==> src/rtl/count_display_driver.sv <==
`default_nettype none
// ============================================================================
// Module  : count_display_driver
// Purpose : Sequential binary-to-BCD conversion of the seconds count feeding a
//           4-digit multiplexed active-low seven-segment display.
// Revision: 1.0 - initial release
// ============================================================================
module count_display_driver #(
   parameter int REFRESH_DIV = 100000,
   parameter bit BLANK_LZ    = 1'b1
) (
   input  logic        clk,
   input  logic        Reset,
   input  logic [15:0] Count,
   input  logic        StopCounter,
   output logic [15:0] BcdOut,
   output logic        Overflow,
   output logic        Busy,
   output logic        FinalShown,
   output logic [3:0]  Anode,
   output logic [6:0]  Seg
);

   localparam int                 c_REF_W   = (REFRESH_DIV > 2) ? $clog2(REFRESH_DIV) : 1;
   localparam logic [c_REF_W-1:0] c_REF_MAX = c_REF_W'(REFRESH_DIV - 1);

   typedef enum logic [1:0] {
      S_IDLE    = 2'd0,
      S_CONVERT = 2'd1,
      S_LOAD    = 2'd2
   } state_t;

   state_t        state_q, state_d;
   logic [15:0]   bin_q, bin_d;
   logic [19:0]   scratch_q, scratch_d;
   logic [4:0]    iter_q, iter_d;
   logic [15:0]   last_q, last_d;
   logic          valid_q, valid_d;
   logic          stop_q, stop_d;
   logic [15:0]   bcd_q, bcd_d;
   logic          ovf_q, ovf_d;
   logic          busy_q, busy_d;
   logic          final_q, final_d;
   logic [19:0]   w_adj;

   // Add-3 correction on every scratch digit before each shift
   for (genvar k = 0; k < 5; k++) begin : g_adj
      assign w_adj[4*k +: 4] = (scratch_q[4*k +: 4] >= 4'd5) ? scratch_q[4*k +: 4] + 4'd3
                                                             : scratch_q[4*k +: 4];
   end

   always_comb begin
      state_d   = state_q;
      bin_d     = bin_q;
      scratch_d = scratch_q;
      iter_d    = iter_q;
      last_d    = last_q;
      valid_d   = valid_q;
      stop_d    = stop_q;
      bcd_d     = bcd_q;
      ovf_d     = ovf_q;
      busy_d    = busy_q;
      final_d   = final_q;
      case (state_q)
         S_IDLE: begin
            if (!valid_q || (Count != last_q)) begin
               bin_d     = Count;
               last_d    = Count;
               stop_d    = StopCounter;
               scratch_d = '0;
               iter_d    = '0;
               busy_d    = 1'b1;
               state_d   = S_CONVERT;
            end
         end
         S_CONVERT: begin
            scratch_d = {w_adj[18:0], bin_q[15]};
            bin_d     = {bin_q[14:0], 1'b0};
            iter_d    = iter_q + 5'd1;
            if (iter_q == 5'd15) state_d = S_LOAD;
         end
         S_LOAD: begin
            if (scratch_q[19:16] != 4'd0) begin
               bcd_d = 16'h9999;
               ovf_d = 1'b1;
            end else begin
               bcd_d = scratch_q[15:0];
               ovf_d = 1'b0;
            end
            valid_d = 1'b1;
            busy_d  = 1'b0;
            if (stop_q) final_d = 1'b1;
            state_d = S_IDLE;
         end
         default: state_d = S_IDLE;
      endcase
   end

   always_ff @(posedge clk) begin
      if (Reset) begin
         state_q   <= S_IDLE;
         bin_q     <= '0;
         scratch_q <= '0;
         iter_q    <= '0;
         last_q    <= '0;
         valid_q   <= 1'b0;
         stop_q    <= 1'b0;
         bcd_q     <= '0;
         ovf_q     <= 1'b0;
         busy_q    <= 1'b0;
         final_q   <= 1'b0;
      end else begin
         state_q   <= state_d;
         bin_q     <= bin_d;
         scratch_q <= scratch_d;
         iter_q    <= iter_d;
         last_q    <= last_d;
         valid_q   <= valid_d;
         stop_q    <= stop_d;
         bcd_q     <= bcd_d;
         ovf_q     <= ovf_d;
         busy_q    <= busy_d;
         final_q   <= final_d;
      end
   end

   logic [c_REF_W-1:0] ref_q;
   logic [1:0]         sel_q;
   logic [3:0]         anode_q;
   logic [6:0]         seg_q;
   logic [3:0]         w_digit;
   logic               w_blank;
   logic [6:0]         w_seg;

   always_comb begin
      w_digit = bcd_q[3:0];
      w_blank = 1'b0;
      case (sel_q)
         2'd0: w_digit = bcd_q[3:0];
         2'd1: begin w_digit = bcd_q[7:4];   w_blank = (bcd_q[15:4]  == 12'd0); end
         2'd2: begin w_digit = bcd_q[11:8];  w_blank = (bcd_q[15:8]  == 8'd0);  end
         default: begin w_digit = bcd_q[15:12]; w_blank = (bcd_q[15:12] == 4'd0); end
      endcase
      case (w_digit)
         4'd0: w_seg = 7'b1000000;
         4'd1: w_seg = 7'b1111001;
         4'd2: w_seg = 7'b0100100;
         4'd3: w_seg = 7'b0110000;
         4'd4: w_seg = 7'b0011001;
         4'd5: w_seg = 7'b0010010;
         4'd6: w_seg = 7'b0000010;
         4'd7: w_seg = 7'b1111000;
         4'd8: w_seg = 7'b0000000;
         4'd9: w_seg = 7'b0010000;
         default: w_seg = 7'b1111111;
      endcase
      if (BLANK_LZ && w_blank) w_seg = 7'b1111111;
   end

   always_ff @(posedge clk) begin
      if (Reset) begin
         ref_q   <= '0;
         sel_q   <= 2'd0;
         anode_q <= 4'b1111;
         seg_q   <= 7'b1111111;
      end else begin
         if (ref_q == c_REF_MAX) begin
            ref_q <= '0;
            sel_q <= sel_q + 2'd1;
         end else begin
            ref_q <= ref_q + 1'b1;
         end
         anode_q <= ~(4'b0001 << sel_q);
         seg_q   <= w_seg;
      end
   end

   assign BcdOut     = bcd_q;
   assign Overflow   = ovf_q;
   assign Busy       = busy_q;
   assign FinalShown = final_q;
   assign Anode      = anode_q;
   assign Seg        = seg_q;

endmodule
`default_nettype wire

==> config.mk <==
export PLATFORM = sky130hd
export DESIGN_NAME = count_display_driver
export DESIGN_NICKNAME = d
export VERILOG_FILES = /design/src/rtl/count_display_driver.sv
export SDC_FILE = /design/constraint.sdc
export NUM_CORES = 1
export LEC_CHECK = 0
export CORE_MARGIN = 5
export CORE_UTILIZATION = 50
export CTS_CLUSTER_SIZE = 28
export DETAILED_ROUTE_END_ITERATION = 10
export GPL_ROUTABILITY_DRIVEN = 0
export HOLD_SLACK_MARGIN = 0.02
export PLACE_DENSITY = 0.74
export RECOVER_POWER = 25
export SETUP_SLACK_MARGIN = 0.05
export SYNTH_ARGS = -nofsm -noshare
export SYNTH_HDL_FRONTEND = slang
export SYNTH_SLANG_ARGS = --single-unit
==> constraint.sdc <==
create_clock -name clk -period 1.9 [get_ports clk]
set_input_delay 0.38 -clock clk [delete_from_list [all_inputs] [get_ports clk]]
set_output_delay 0.38 -clock clk [all_outputs]
set_load 0.005 [all_outputs]
Word-level counts from Yosys, hierarchy flattened
Memories as Yosys holds them, arrays and structs flattened. A register that Yosys moved wholly into a read port is not among the register bits.
Cells that the tools add are included.
Cells by class
  $add $sub $neg: 8
  order comparisons: 5
  eq/ne operators: 9
  shifts and indexed selects: 1
  muxes and demuxes: 20
  bitwise operators: 1
  reductions and logical operators: 17
Operators by type and width (count)
  20-bit one-hot mux with 2 select lines: 1
  16-bit two-way mux: 2
  16-bit one-hot mux with 2 select lines: 1
  4-bit by 3-bit >= comparator with 1-bit output (second input constant): 5
  20-bit two-way mux: 1
  17-bit by 1-bit adder with 17-bit output (second input constant): 1
  17-bit equality test (second input constant): 1
  4-bit by 2-bit adder with 4-bit output (second input constant): 4
  4-bit two-way mux: 4
  16-bit != test: 1
  12-bit logical NOT: 1
  4-bit one-hot mux with 3 select lines: 1
  5-bit one-hot mux with 2 select lines: 1
  2-bit AND reduction: 5
  8-bit logical NOT: 1
  5-bit by 1-bit adder with 5-bit output (second input constant): 1
  5-bit by 4-bit equality test with 1-bit output (second input constant): 1
  5-bit two-way mux: 1
  2-bit by 1-bit equality test with 1-bit output (second input constant): 2
  2-bit equality test (second input constant): 2
  2-bit logical NOT: 2
  4-bit logical NOT: 1
  2-bit two-way mux: 2
  2-bit != test (second input constant): 2
  14 further kinds: 17
Word-level totals
  bits in registers: 103
  bits in read-only memories: 112
  bits of input ports: 19
  output and inout bits: 30
  logic and storage cells: 76
  memories: 1
Memories
  (name not given): words 16, width 7, read ports 1, clocked after Yosys merged registers in 1, write ports 0, RTL line 144  | case (w_digit)

Logic depth before layout (Yosys ltp)
Gate-level depths: netlist of the first run.
  word-level depth: 4
  mapped depth: 8

Worst setup path before layout of the first run
OpenSTA, ideal clock, no wires.
  kind: flip-flop to flip-flop
  start: register sel_q[0]
  end: register seg_q[0], in the netlist Seg[0]
  arrival time: 1.941 ns
  required time: 1.843 ns
  path slack: -0.098 ns
  stages on the path, launching flop included: 8
  buffers on the path: 0
  clock period less this slack: 1.998 ns
  path through: dfxtp_1 inv_1 ha_1 a222oi_1 mux2i_1 or4_1 o211ai_1 a21o_1
Between the ends
  word-level cells in the longest chain between the ends: 3
  elaborated cells between the ends (all ways): 6
Ends and longest elaborated chain
  start: declaration: RTL line 128  | logic [1:0] sel_q;
  start signal: assignment: RTL line 169  | sel_q <= sel_q + 2'd1;
  2-bit equality test (tied with other cells): RTL line 138  | case (sel_q)
  1-bit one-hot mux with 3 select lines: RTL line 138
  2-bit OR reduction (no source line)
  end: declaration: RTL line 130  | logic [6:0] seg_q;
Several ways; a longest one is shown, not always the timed one.
A chain may end at the register's enable or synchronous reset.

Worst setup path after layout of the first run
  start: register last_q[14]
  end: register bin_q[4]
Between the ends
  word-level cells in the longest chain between the ends: 4
Ends and longest elaborated chain
  start: declaration: RTL line 37  | logic [15:0] last_q, last_d;
  start signal: assignment: RTL line 117  | last_q <= last_d;
  16-bit != test: RTL line 66  | if (!valid_q || (Count != last_q)) begin
  1-bit logical OR: RTL line 66
  2-bit != test (no source line)
  2-bit AND reduction (no source line)
  end signal: assignment: RTL line 114  | bin_q <= bin_d;
  end: declaration: RTL line 34  | logic [15:0] bin_q, bin_d;
Every way passes these cells.

==> results of run 1 <==
==> stage by stage <==
step	TNS [ns]	utilization, %	instance area, µm²
finish	-4.70	67.5	7030
global route	-8.85	67.5	7030
CTS	-3.69	65.5	6820
detailed placement	-29.95	60.6	6310
global placement	-27.71	60.6	6310
floorplan	0	-	5440
==> worst min path at each step <==
stage               slack, ns  depth (start not counted)                 from               endpoint
floorplan                0.42                          1  ref_q[0]$_SDFF_PP0_    ref_q[0]$_SDFF_PP0_
global placement         0.43                          1  ref_q[0]$_SDFF_PP0_    ref_q[0]$_SDFF_PP0_
detailed placement       0.45                          1  ref_q[0]$_SDFF_PP0_    ref_q[0]$_SDFF_PP0_
CTS                      0.33                          2                Reset  sel_q[0]$_SDFFE_PP0N_
global route             0.34                          2                Reset  sel_q[1]$_SDFFE_PP0N_
finish                   0.35                          2                Reset  sel_q[0]$_SDFFE_PP0N_
==> registers in the layout, summed over array words and instances, names as in the netlist, 4 cells and up <==
| register | count |
|---|---|
| Anode | 4 |
| BcdOut | 16 |
| Seg | 7 |
| bin_q | 16 |
| iter_q | 5 |
| last_q | 16 |
| ref_q | 17 |
| scratch_q | 20 |
==> layout by cell type (no fill, tap or decap), drive strengths merged, types with 3 or more instances in the layout <==
cell type | Yosys | layout
dfxtp | 110 | 110
nor2 | 78 | 78
buf | 7 | 62
nand2 | 50 | 50
nand2b | 44 | 44
a211oi | 35 | 35
clkdlybuf4s50 | 0 | 34
a21oi | 30 | 30
inv | 23 | 24
mux2i | 22 | 22
ha | 22 | 22
xor2 | 21 | 21
xnor2 | 20 | 20
a31oi | 19 | 19
o221a | 15 | 15
nor3 | 13 | 13
clkbuf | 30 | 11
dlygate4sd2 | 0 | 9
nand4 | 8 | 8
a21o | 8 | 8
nand3 | 7 | 7
o21ai | 7 | 7
o211ai | 5 | 5
nor4 | 5 | 5
a222oi | 4 | 4
dlymetal6s2s | 0 | 4
and3 | 3 | 3
and4 | 3 | 3
clkinv | 0 | 3
==> critical path, stage by stage (launching register included) <==
cell	delay, ns
dfxtp_2	0.35
xor2_2	0.17
or4_4	0.55
nor4_4	0.17
buf_4	0.16
buf_6	0.09
a211o_4	0.18
buf_16	0.14
o221a_4	0.18
==> cell families after synthesis <==
family	Yosys count
and+or+nand+nor	228
muxes	24
DFF	110
adders and majority gates	22
AOI/OAI and AO/OA	128
buffers and inverters	60
xor gates and xnor gates	41
==> cells in the mapped netlist (2+ instances only) <==
master / count / share of area [%]
nand2b_1: 44 / 5.1
a222oi_1: 4 / 0.74
inv_1: 22 / 1.5
and2_1: 2 / 0.23
nand4_1: 8 / 0.93
and4_1: 3 / 0.49
nor2_1: 78 / 5.4
nand3_1: 7 / 0.65
mux2i_1: 22 / 4.1
dfxtp_1: 110 / 41
o21ai_0: 6 / 0.56
a21oi_1: 30 / 2.8
nand2_1: 50 / 3.5
nor4_1: 4 / 0.46
o221a_2: 15 / 3.1
o211ai_1: 5 / 0.70
or2_2: 2 / 0.23
a21o_1: 8 / 1.1
nor2b_1: 2 / 0.23
or2b_1: 2 / 0.28
buf_6: 2 / 0.42
xnor2_1: 20 / 3.3
nand3b_1: 2 / 0.28
ha_1: 22 / 5.1
mux2_2: 2 / 0.42
xor2_1: 21 / 3.4
nor3_1: 12 / 1.1
clkbuf_1: 30 / 2.1
a211oi_1: 35 / 4.9
a31oi_1: 19 / 2.2
and3_1: 3 / 0.35
buf_2: 3 / 0.28
==> per-layer routing <==
layer | track usage (%) | vias up | wire [µm]
li1 | - | 2312 | -
met1 | 26.1 | 2358 | 6140
met2 | 35.2 | 114 | 7000
met3 | 3.71 | 15 | 552
met4 | 6.41 | 0 | 195
met5 | 0 | - | 0
==> layout make-up <==
cell class | instances | area [µm²]
Multi-Input combinational cell | 443 | 3310
Clock inverter | 6 | 46.3
Tap cell | 136 | 170
Inverter | 23 | 91.3
Clock buffer | 10 | 138
Timing Repair Buffer | 110 | 1060
Fill cell | 811 | 3380
Sequential cell | 110 | 2220
==> timing repair <==
item,4_1_cts,5_1_grt
pin swaps,13,11
endpoints found under the setup margin,65,67
buffers inserted,9,5
hold buffers,0,0
gates cloned,2,2
hold endpoints to repair,0,0
gates resized for setup,44,38
==> power by group through the flow <==
stage | Clock [µW] | Combinational [µW] | Sequential [µW]
6_report | 1330 | 554 | 2440
3_5_place_dp | 0 | 460 | 2480
3_3_place_gp | 0 | 446 | 2480
2_1_floorplan | 0 | 272 | 2470
5_1_grt | 1460 | 594 | 2450
4_1_cts | 1360 | 526 | 2430
==> impl_metrics.env, run 1 <==
export IMPL_max_slew_margin_pct=59.8
export IMPL_synth_seq_cells=110
export IMPL_worst_pin_slew_ns=0.598
export IMPL_remaining_drc_errors=0
export IMPL_crit_end="bin_q[4]$_SDFFE_PP0P_"
export IMPL_crit_start="last_q[14]$_SDFFE_PP0P_"
export IMPL_ant_nets=0
export IMPL_drv_cap=0
export IMPL_post_drt_wl_per_cell_um=16.6
export IMPL_async_reset_ff_share_pct=0
export IMPL_cts_tree="done"
export IMPL_holdWs_ns=0.351
export IMPL_rows=37
export IMPL_synth_compound_area_share_pct=17.0
export IMPL_synth_ff_type="dfxtp_1"
export IMPL_leakagePower_uw=0.00269
export IMPL_reg2reg_depth=8
export IMPL_finalNonFillerCells=838
export IMPL_cp_max_fo=7
export IMPL_clkSlewWorstSetupHoldPaths_ns=0.11
export IMPL_outcome="finished with violations"
export IMPL_power_density_mw_per_mm2=615
export IMPL_synth_edf_count=0
export IMPL_r2r_start="last_q[14]$_SDFFE_PP0P_"
export IMPL_worst_slack_ns=-0.151
export IMPL_htreeDepth=3
export IMPL_post_place_ws_ns=-0.624
export IMPL_diodes=0
export IMPL_clock_sinks=110
export IMPL_clock_path_buffers=2
export IMPL_seq_area_frac_synth_pct=40.9
export IMPL_cp_end_kind="flip-flop"
export IMPL_final_max_slew_viol_count=0
export IMPL_failed_checks="setup timing"
export IMPL_clock_skew_ns=0.0127
export IMPL_min_period_over_period_pct=108
export IMPL_netlist_area_mm2=0.00539
export IMPL_yosys_warnings=0
export IMPL_overflow=0
export IMPL_switching_share_pct=26.3
export IMPL_drive_gt1_share_pct=21.4
export IMPL_r2r_end="bin_q[4]$_SDFFE_PP0P_"
export IMPL_grt_first_pass_wirelength_mm=21.8
export IMPL_worstPathArrival_ns=2.37
export IMPL_synthDistinctLibCells=50
export IMPL_syn_nets=654
export IMPL_period_needed_ns=2.05
export IMPL_die_area_mm2=0.0129
export IMPL_muxShareOfSynthArea_pct=4.51
export IMPL_via_count=4799
export IMPL_areaGrowthSynthToFinish_pct=30.6
export IMPL_hpwl_mm=8.93
export IMPL_clock_fmax_mhz=488
export IMPL_initial_core_util_pct=51.7
export IMPL_rsz0062_at_grt="yes"
export IMPL_p_int_uw=3190
export IMPL_ir_worst_vdd_mv=0.546
export IMPL_drt_vias_per_instance=5.73
export IMPL_p_seq_share_pct=56.4
export IMPL_switchingPower_uw=1140
export IMPL_cp_start_kind="flip-flop"
export IMPL_yosys_area_share_adder_pct=5.11
export IMPL_grt_pass1_vias=4578
export IMPL_synth_simple_area_share_pct=21.0
export IMPL_nets=738
export IMPL_placed_cells=806
export IMPL_die_x_um=114
export IMPL_clk_latency_ns=0.37
export IMPL_synth_top_family_by_area="simple AND/OR/NAND/NOR gates"
export IMPL_r2r_slack_ns=-0.15
export IMPL_grt_max_degree=70
export IMPL_pin_count=49
export IMPL_required_ns=2.22
export IMPL_power_total_uw=4330
export IMPL_worst_setup_path_type="reg2reg"
export IMPL_root_buffer="clkbuf_8"
export IMPL_power_frac_clock_pct=30.8
export IMPL_setup_violations=54
export IMPL_synth_avg_cell_area_um2=8.79
export IMPL_cts_buffers=9
export IMPL_core_mm2=0.0104
export IMPL_antenna_found_initial=0
export IMPL_die_h_um=114
export IMPL_drtIter0Drc=272
export IMPL_portBuffers=48
export IMPL_hold_viol_final=0
export IMPL_syn_instance_count=613
export IMPL_wl_mm=13.9
export IMPL_p_comb_share_pct=12.8
export IMPL_dr_pass1_iters=5
export IMPL_grt_use_total_pct=20.5
export IMPL_hp_class="in2reg"
export IMPL_yosys_area_share_xor_xnor_pct=6.67
(Power assumes the default switching activity.)
==> inputs of run 2 (changes only) <==
- CORE_UTILIZATION: 50 -> 52
- PLACE_DENSITY: 0.74 -> 0.76
==> run 2 against run 1 <==
  * The run still ends with setup timing left
  * Wire length grew 5.0%
  * Maximum frequency shrank 1.5%
  * Clock skew shrank 0.0016 ns
  * Non-clock buffer count is the same
  * Critical path depth shrank 1
  * Combinational power grew 6.1%
  * Sequential power is essentially flat
  * Via count grew 0.92%
  * Worst setup slack lost 0.030 ns
  * Sequential cell count is the same
  * Total power grew 0.35%
  * Worst hold slack gained 0.0092 ns
==> impl_metrics.env, run 2 (synthesized netlist as in run 1, its figures left out) <==
export IMPL_worst_pin_slew_ns=0.861
export IMPL_clk_latency_ns=0.37
export IMPL_drt_vias_per_instance=5.78
export IMPL_clock_sinks=110
export IMPL_diodes=0
export IMPL_drv_cap=0
export IMPL_ant_nets=0
export IMPL_drive_gt1_share_pct=23.2
export IMPL_wl_met1_mm=6.03
export IMPL_post_drt_wl_per_cell_um=17.4
export IMPL_met3_length_um=733
export IMPL_largest_register="scratch_q"
export IMPL_grt_max_degree=43
export IMPL_leakagePower_uw=0.00275
export IMPL_initial_core_util_pct=52.6
export IMPL_worst_slack_ns=-0.182
export IMPL_cp_end_kind="flip-flop"
export IMPL_rsz0062_at_grt="yes"
export IMPL_clock_skew_ns=0.0111
export IMPL_postCtsHoldBufs=0
export IMPL_max_stage_delay_ns=0.55
export IMPL_worst_setup_path_type="reg2reg"
export IMPL_final_fill_count=744
export IMPL_final_max_slew_viol_count=0
export IMPL_critical_path_top_delay_family="simple AND/OR/NAND/NOR gates"
export IMPL_areaGrowthSynthToFinish_pct=33.6
export IMPL_portBuffers=48
export IMPL_cts_tree="done"
export IMPL_outcome="finished with violations"
export IMPL_max_slew_margin_pct=42.6
export IMPL_grt_first_pass_wirelength_mm=22.8
export IMPL_clkSlewWorstSetupHoldPaths_ns=0.11
export IMPL_power_density_mw_per_mm2=603
export IMPL_rows=37
export IMPL_root_buffer="clkbuf_8"
export IMPL_hp_class="in2reg"
export IMPL_cp_start_kind="flip-flop"
export IMPL_failed_checks="setup timing"
export IMPL_antenna_found_initial=0
export IMPL_worstHoldPathCells=2
export IMPL_dr_pass1_iters=5
export IMPL_dr_wl_met2_mm=7.49
export IMPL_cp_slowest_cell="or4_4"
export IMPL_wl_mm=14.6
export IMPL_worst_path_stages=7
export IMPL_largest_reg_flops=20
export IMPL_critPathBufInv=2
export IMPL_die_area_mm2=0.0125
export IMPL_worstPathArrival_ns=2.35
export IMPL_placed_cells=806
export IMPL_utilization_pct=70.3
export IMPL_clock_path_buffers=2
export IMPL_nets=738
export IMPL_hold_viol_final=0
export IMPL_finalNonFillerCells=838
export IMPL_pin_count=49
export IMPL_grt_pass1_vias=4788
export IMPL_top_regs="scratch_q x20, ref_q x17"
export IMPL_cp_max_fo=8
export IMPL_die_h_um=112
export IMPL_layout_commonest_cell="dfxtp_1"
export IMPL_post_place_ws_ns=-0.607
export IMPL_drtIter0Drc=353
export IMPL_hpwl_mm=9.09
export IMPL_die_x_um=112
export IMPL_core_mm2=0.0102
export IMPL_remaining_drc_errors=0
export IMPL_overflow=0
export IMPL_cts_buffers=9
export IMPL_period_needed_ns=2.08
export IMPL_reg2reg_depth=7
export IMPL_min_period_over_period_pct=110
export IMPL_htreeDepth=3
export IMPL_grt_use_total_pct=21.5
export IMPL_clock_fmax_mhz=480
export IMPL_final_cell_mix="dfxtp_1 (104), nor2_1 (78), nand2_1 (50), nand2b_1 (44), buf_4 (40)"
export IMPL_cp_cell_sequence="xor2_2 -> or4_4 -> nor4_4 -> buf_4 -> a31oi_4 -> buf_6 -> o221a_4"
export IMPL_required_ns=2.17
export IMPL_ir_worst_vdd_mv=0.438
export IMPL_setup_violations=46
export IMPL_via_count=4843
export IMPL_topRoutingLayerUsed="met4"
[run 2: cell types whose count changed in the layout (fill, tap and decap cells not counted), moves of 4 or more]
cell,before,now
a211oi_1,25,14
o221a_2,4,0
clkdlybuf4s50_1,34,30
dlygate4sd2_1,9,4
buf_4,46,40
buf_6,6,13
a211oi_2,9,20
o221a_4,11,15
dlymetal6s2s_1,4,10
[run 2: worst paths after layout]
check                                              from  slack (ns)               endpoint
worst max-delay path            last_q[14]$_SDFFE_PP0P_       -0.18  bin_q[6]$_SDFFE_PP0P_
worst min register to register      ref_q[0]$_SDFF_PP0_        0.47    ref_q[0]$_SDFF_PP0_
worst min-delay path                              Reset        0.36  sel_q[0]$_SDFFE_PP0N_
worst max register to register  last_q[14]$_SDFFE_PP0P_       -0.18  bin_q[6]$_SDFFE_PP0P_
[run 2: where the power goes]
part	internal [µW]	leakage [µW]	switching [µW]
clock network	488	0.0000833	825
registers	2380	0.000901	63.2
logic	302	0.00177	286
total	3170	0.00275	1170
[run 2: area by class of cell]
class	instances	area (µm²)	share of cell area (%)
clock buffer	10	128	1.77
clock inverter	6	46.3	0.643
inverter	23	96.3	1.34
multi-input combinational	443	3460	48.1
sequential	110	2210	30.8
tap	136	170	2.36
timing repair buffer	110	1080	15.0
[run 2: through the flow]
stage	hold WS, ns	area (µm²)	TNS (ns)	total power (µW)
6_report	0.361	7200	-4.68	4340
5_1_grt	0.388	7200	-7.53	4510
4_1_cts	0.355	6820	-6.09	4270
3_5_place_dp	0.451	6320	-28.91	2940
3_3_place_gp	0.431	6320	-26.61	2920
2_1_floorplan	0.418	5440	0	2740
[run 2: metal layers]
layer,track usage (%),up-vias
li1,-,2305
met1,27.0,2338
met2,38.0,170
met3,3.21,30
met4,6.33,0
met5,0,-
[run 2: worst reg2reg max path, cell delays in order (launching register included)]
cell and delay (ns):
dfxtp_2 0.35, xor2_2 0.16, or4_4 0.55, nor4_4 0.24, buf_4 0.18, a31oi_4 0.11
buf_6 0.18, o221a_4 0.22
[run 2: what timing repair did]
item / in CTS / in global routing
gates resized for setup: 46 / 71
buffers inserted: 6 / 7
endpoints found under the setup margin: 53 / 67
cloned: 2 / 3
pin swaps: 26 / 20
endpoints found under the hold margin: 0 / 0
==> inputs of run 3 (changes only) <==
- CAP_MARGIN: not set -> 10
==> results of run 3 <==
No change in the layout: final DEF, timing and power equal those of run 2.
